$ cat src/rtl/bnn_pkg.sv
// Shared BNN definitions: the top-level phase encoding and the default load geometry.
// The phase value selects which block owns the datapath; the loader is active only in s_LOAD.
package bnn_pkg;

  typedef enum logic [2:0] {
    s_IDLE    = 3'd0,
    s_LOAD    = 3'd1,
    s_LAYER_1 = 3'd2,
    s_LAYER_2 = 3'd3,
    s_LAYER_3 = 3'd4
  } state_t;

  localparam int N_PIX_BYTES = 98;
  localparam int N_WGT_BYTES = 9;

endpackage

$ cat src/rtl/bnn_input_loader_if.sv
// Byte-wide valid/ready load channel feeding the BNN input loader.
// A byte moves on every cycle where data_valid and data_ready are both high.
interface bnn_input_loader_if;

  logic [7:0] data_in;
  logic       data_valid;
  logic       data_ready;

  modport master (output data_in, output data_valid, input data_ready);
  modport slave  (input data_in, input data_valid, output data_ready);

endinterface

$ cat src/rtl/bnn_input_loader.sv
// Captures a binarised 28x28 image then the layer-one kernels; one byte per transfer, done 1 cycle after the last.
// data_ready is high only while loading in s_LOAD; bytes offered at any other time are ignored.
module bnn_input_loader
  import bnn_pkg::state_t;
  import bnn_pkg::s_LOAD;
#(
  parameter int N_PIX_BYTES = bnn_pkg::N_PIX_BYTES,
  parameter int N_WGT_BYTES = bnn_pkg::N_WGT_BYTES
) (
  input  logic                   clk,
  input  logic                   rst,
  input  state_t                 state,
  bnn_input_loader_if.slave      ld,
  output logic [27:0][27:0]      pixels,
  output logic [7:0][2:0][2:0]   weights,
  output logic                   load_done
);

  localparam int PIX_W = N_PIX_BYTES * 8;
  localparam int WGT_W = N_WGT_BYTES * 8;
  localparam logic [6:0] PIX_LAST = 7'(N_PIX_BYTES - 1);
  localparam logic [6:0] WGT_LAST = 7'(N_WGT_BYTES - 1);

  typedef enum logic [1:0] {
    L_IDLE = 2'd0,
    L_PIX  = 2'd1,
    L_WGT  = 2'd2,
    L_DONE = 2'd3
  } ld_state_e;

  ld_state_e        fsm_q, fsm_d;
  logic [6:0]       cnt_q, cnt_d;
  logic [PIX_W-1:0] pix_q;
  logic [WGT_W-1:0] wgt_q;
  logic             ready;
  logic             xfer;

  assign xfer = ld.data_valid && ready;

  always_ff @(posedge clk) begin
    if (rst) begin
      fsm_q <= L_IDLE;
      cnt_q <= '0;
    end else begin
      fsm_q <= fsm_d;
      cnt_q <= cnt_d;
    end
  end

  // Leaving s_LOAD wins over everything so a partial load is abandoned cleanly.
  always_comb begin
    fsm_d = fsm_q;
    cnt_d = cnt_q;
    if (state != s_LOAD) begin
      fsm_d = L_IDLE;
    end else begin
      case (fsm_q)
        L_IDLE: begin
          fsm_d = L_PIX;
          cnt_d = '0;
        end
        L_PIX: begin
          if (xfer) begin
            if (cnt_q == PIX_LAST) begin
              fsm_d = L_WGT;
              cnt_d = '0;
            end else begin
              cnt_d = cnt_q + 7'd1;
            end
          end
        end
        L_WGT: begin
          if (xfer) begin
            if (cnt_q == WGT_LAST) begin
              fsm_d = L_DONE;
              cnt_d = '0;
            end else begin
              cnt_d = cnt_q + 7'd1;
            end
          end
        end
        default: fsm_d = L_DONE;
      endcase
    end
  end

  always_comb begin
    ready     = 1'b0;
    load_done = 1'b0;
    case (fsm_q)
      L_PIX:   ready = (state == s_LOAD);
      L_WGT:   ready = (state == s_LOAD);
      L_DONE:  load_done = 1'b1;
      default: ready = 1'b0;
    endcase
  end

  assign ld.data_ready = ready;

  // Storage is untouched outside transfers so it stays stable for the layers after a load.
  always_ff @(posedge clk) begin
    if (rst) begin
      pix_q <= '0;
      wgt_q <= '0;
    end else if (xfer && fsm_q == L_PIX) begin
      pix_q[{cnt_q, 3'b000} +: 8] <= ld.data_in;
    end else if (xfer && fsm_q == L_WGT) begin
      wgt_q[{cnt_q[3:0], 3'b000} +: 8] <= ld.data_in;
    end
  end

  assign pixels  = pix_q;
  assign weights = wgt_q;

endmodule

$ cat src/flat_wrapper.sv
// flat-port wrapper written by rule: the top's interface ports become plain ports
module bnn_input_loader_flat import bnn_pkg::state_t; import bnn_pkg::s_LOAD;
#(
  parameter int N_PIX_BYTES = bnn_pkg::N_PIX_BYTES,
  parameter int N_WGT_BYTES = bnn_pkg::N_WGT_BYTES
)
  (clk, rst, state, pixels, weights, load_done, ld_data_in, ld_data_valid, ld_data_ready);
  bnn_input_loader_if ld_i ();
  input  logic clk;
  input  logic rst;
  input  state_t state;
  output logic [27:0][27:0] pixels;
  output logic [7:0][2:0][2:0] weights;
  output logic load_done;
  input wire logic [$bits(ld_i.data_in)-1:0] ld_data_in;
  input wire logic [$bits(ld_i.data_valid)-1:0] ld_data_valid;
  output wire logic [$bits(ld_i.data_ready)-1:0] ld_data_ready;
  assign ld_i.data_in = ld_data_in;
  assign ld_i.data_valid = ld_data_valid;
  assign ld_data_ready = ld_i.data_ready;
  bnn_input_loader #(.N_PIX_BYTES(N_PIX_BYTES), .N_WGT_BYTES(N_WGT_BYTES)) u_core (.clk(clk), .rst(rst), .state(state), .ld(ld_i), .pixels(pixels), .weights(weights), .load_done(load_done));
endmodule
$ cat config.mk
export PLATFORM = sky130hd
export DESIGN_NAME = bnn_input_loader_flat
export DESIGN_NICKNAME = d
export VERILOG_FILES = /design/src/rtl/bnn_pkg.sv /design/src/rtl/bnn_input_loader_if.sv /design/src/rtl/bnn_input_loader.sv /design/src/flat_wrapper.sv
export SDC_FILE = /design/constraint.sdc
export NUM_CORES = 2
export LEC_CHECK = 0
export ABC_AREA = 1
export CORE_UTILIZATION = 30
export DETAILED_ROUTE_END_ITERATION = 10
export SYNTH_ARGS = -nofsm -noshare
export SYNTH_HDL_FRONTEND = slang
export SYNTH_SLANG_ARGS = --single-unit
$ cat constraint.sdc
create_clock -name clk -period 3.8 [get_ports clk]
set_input_delay 0.76 -clock clk [delete_from_list [all_inputs] [get_ports clk]]
set_output_delay 0.76 -clock clk [all_outputs]
set_load 0.02 [all_outputs]
==> summary.txt <==
Status
  – Status: complete, no violations

Routing
  – DRT Pass-1 Iters: 8
  – Detailed-route vias per instance: 4.759
  – Number of DRC markers in iteration 0: 2,596
  – Post-detailed-route wirelength per cell: 21.13 um
  – DRC viols: 0
  – Total via count after detailed routing: 35,990
  – Total Wirelength: 159,800 um
  – Post-detailed-route count of antenna-violating nets: 0

Final layout
  – Fill cell total of the finished layout: 11,930
  – Fraction of layout instances using a drive strength above 1: 6.627%
  – Design Area, Final: 49,200 um2
  – Layout Area Growth over Synthesis: 39.78%
  – Final nets: 5,985

Die
  – I/O pin total: 872
  – Row count: 125
  – Starting density of the core: 30.29%
  – Die width: 344.5 um
  – Area of the core region: 116,200 um2
  – Die Outline Area: 118,700 um2
  – Vert. Die Dim: 344.5 um

Placement
  – Routability-driven placement congestion ratio: 0.9017
  – Count of input and output buffers: 871
  – Cell Area, Placed: 45,900 um2
  – DP Wirelength: 120,200 um

Synth
  – Count of mapped cells out of synthesis: 5,111
  – Post-synthesis share of cell area spent on full adders, half adders and majority gates: 0.3555%
  – Post-synthesis mux area share: 0%
  – Average cell area after synthesis: 6.887 um2
  – Flops & latches, synth: 865
  – Number of distinct library cell variants in the gate-level netlist after synthesis: 33
  – Fraction of post-synthesis cell area in the top cell type by area: 49.19%
  – Mapped Nets: 5,135
  – Synth area leaders: sky130_fd_sc_hd__dfxtp_1 49%, sky130_fd_sc_hd__nor2_1 15%, sky130_fd_sc_hd__nand2_1 13%
  – Seq/Total Area, Yosys: 49.19%
  – Synth Area in XOR/XNOR: 0%
  – Synthesized cell area: 35,200 um2
  – Warning count from the yosys run: 0
  – Simple-gate area share of the yosys netlist: 35.29%
  – Synthesized-area fraction occupied by ao, oa, aoi and oai cells: 8.083%
  – Synth area leader: sky130_fd_sc_hd__dfxtp_1
  – Combinational family with the most area after synthesis: simple AND/OR/NAND/NOR gates

Clock network
  – Number of post-CTS setup repair buffers: 0
  – Clock tree from TritonCTS: yes
  – # H-tree levels: 3
  – Post-CTS resize count: 0
  – Number of buffers added by the clock tree synthesis step: 97
  – Root Buffer Master: sky130_fd_sc_hd__clkbuf_16
  – Clock-pin transition on the worst setup and hold timing paths: 60 ps
  – TritonCTS Sinks: 865
  – Insertion delay to the later sink of the worst-skew pair: 680 ps
  – Hold-fix buffer count after cts: 0
  – Longest Clk Path Bufs: 3

Global route
  – Maximum number of pins on one net before global-route repair: 118
  – Total global routing overflow: 0
  – Global-route wire length before repair: 226,200 um
  – Gr usage total: 25.81%
  – Number of global-route vias before repair: 33,120
  – Number of antenna violations at the first check in global routing: 9

STA
  – Max Fclk: 292.9 MHz
  – Final hold violation count: 0
  – Final Max Slew Viols: 0
  – Post-layout min period: 3415 ps
  – Worst Skew: 15.72 ps
  – Least-Margin Pin Slew: 905.3 ps
  – Final setup vio count: 0
  – Setup repair after global routing missed its margin: false
  – Sum Neg Setup Slack: 0 ps
  – Period utilization: 89.86%
  – Tightest slew margin relative to the limit: 39.47%

Setup path
  – Worst r2r src: u_core.cnt_q[0]
  – Start point of the critical path: u_core.fsm_q[0]
  – Worst endpoint data arrival time: 2650 ps
  – Largest driver fanout on the critical path: 4
  – Launching element type of the critical path: register
  – Required arrival time at the worst endpoint: 3040 ps
  – Endpoint class of the critical path: output port
  – Start-to-end type of the worst setup path: reg2out

Hold path
  – Launch point of the worst hold path: u_core.pixels[1]
  – Worst hold-check path type: reg2reg

Run
  – Reported max-cap violation count: 0

Pwr
  – Static leakage: 19.65 nW
  – Power density over cell area: 403.0 nW/um2
  – Peak supply drop: 0.3316 mV
## layout by cell type, fill, tap and decap left out, types with 2 or more instances in the layout
master and n:
sky130_fd_sc_hd__inv_2 14, sky130_fd_sc_hd__a211oi_1 2, sky130_fd_sc_hd__inv_16 2, sky130_fd_sc_hd__nor2_4 23, sky130_fd_sc_hd__nand3_2 3, sky130_fd_sc_hd__clkbuf_8 14, sky130_fd_sc_hd__buf_12 12, sky130_fd_sc_hd__o21ai_0 297
sky130_fd_sc_hd__nor3_2 6, sky130_fd_sc_hd__nand2_4 7, sky130_fd_sc_hd__clkinvlp_4 6, sky130_fd_sc_hd__nor3_1 24, sky130_fd_sc_hd__nor3_4 7, sky130_fd_sc_hd__buf_4 122, sky130_fd_sc_hd__clkbuf_16 99, sky130_fd_sc_hd__inv_6 5
sky130_fd_sc_hd__bufinv_16 11, sky130_fd_sc_hd__nor2_1 1438, sky130_fd_sc_hd__ha_1 10, sky130_fd_sc_hd__clkdlybuf4s50_1 870, sky130_fd_sc_hd__nor2_2 20, sky130_fd_sc_hd__clkinv_1 5, sky130_fd_sc_hd__inv_1 336, sky130_fd_sc_hd__a21oi_1 263
sky130_fd_sc_hd__diode_2 3, sky130_fd_sc_hd__nand4_1 61, sky130_fd_sc_hd__o21bai_1 3, sky130_fd_sc_hd__nand2_2 19, sky130_fd_sc_hd__nand3_1 176, sky130_fd_sc_hd__nand3b_1 13, sky130_fd_sc_hd__clkbuf_1 17, sky130_fd_sc_hd__clkinv_2 21
sky130_fd_sc_hd__nor2_8 2, sky130_fd_sc_hd__dfxtp_1 865, sky130_fd_sc_hd__nand2_1 1254
## registers in the layout (all words and copies together) (netlist names)
| register | count |
|---|---|
| u_core.cnt_q | 7 |
| u_core.fsm_q | 2 |
| u_core.pixels | 784 |
| u_core.weights | 72 |
## kinds of logic after synthesis
| group | count (synthesis) |
|---|---|
| adder cells (fa/ha/maj) | 10 |
| AND/OR/NAND/NOR | 3057 |
| flip-flops | 865 |
| buffers and inverters | 613 |
| AO/OA/AOI/OAI | 566 |
## path summary, 6_finish.rpt
kind / end / cells after the start / slack, ps
worst max-delay path: ld_data_ready / 5 / 390
worst min-delay path: u_core.pixels[1] / 2 / 450
worst min register to register: u_core.pixels[1] / 2 / 450
worst max register to register: u_core.pixels[240] / 12 / 420
## critical path: stages (launching register included)
cell and delay, ps:
sky130_fd_sc_hd__dfxtp_1 390, sky130_fd_sc_hd__inv_1 100, sky130_fd_sc_hd__ha_1 430, sky130_fd_sc_hd__nand4_1 330
sky130_fd_sc_hd__inv_1 130, sky130_fd_sc_hd__clkdlybuf4s50_1 610
## power by group
| group | internal [mW] | switching (mW) | leakage [nW] |
|---|---|---|---|
| Combinational | 0.195 | 0.708 | 11.1 |
| Clock | 5.81 | 4.04 | 1.62 |
| Sequential | 9.07 | 0.00248 | 6.96 |
| Total | 15.1 | 4.76 | 19.7 |
## per-layer routing
layer	vias up	GRT usage (%)	part of all wire, %
met3	262	6.096	7.1
met4	10	10.81	4.1
met5	-	0	0.046
met2	1220	42.73	47
li1	17600	-	-
met1	16900	31.95	42
## area by class of cell
type	instances	area, um2	area share [%]
flip-flops and latches	865	17320	35.20
multi-input cells	3633	15440	31.38
repair buffers	1005	9876	20.07
clock buffers	130	2734	5.557
well taps	1524	1907	3.876
inverters	359	1360	2.764
clock inverters	44	563.0	1.144
diodes	3	7.507	0.01526
## stage by stage
step           hold WS (ps)  setup slack, ps  utilization (%)  cells  power, mW
2_1_floorplan         482.3             1405                -   5111      9.797
3_3_place_gp          431.8            270.7            39.50   7386      10.17
3_5_place_dp          443.8            251.8            39.50   7386      10.17
4_1_cts               431.3            397.7            42.33   7560      19.98
5_1_grt               472.2            247.1            42.34   7561      20.42
6_report              448.3            385.3            42.34   7563      19.83
## synth_stat cells (all sizes together)
| master | n |
|---|---|
| dfxtp | 865 |
| ha | 10 |
| clkbuf | 119 |
| clkinv | 5 |
| nor3 | 37 |
| nand3 | 180 |
| nand4 | 62 |
| buf | 135 |
| a21oi | 263 |
| o21bai | 3 |
| nand3b | 13 |
| nand2 | 1281 |
| and2 | 1 |
| inv | 354 |
| o21ai | 298 |
| a211oi | 2 |
| nor2 | 1483 |
No activity file was read; power rests on OpenSTA's default activity.
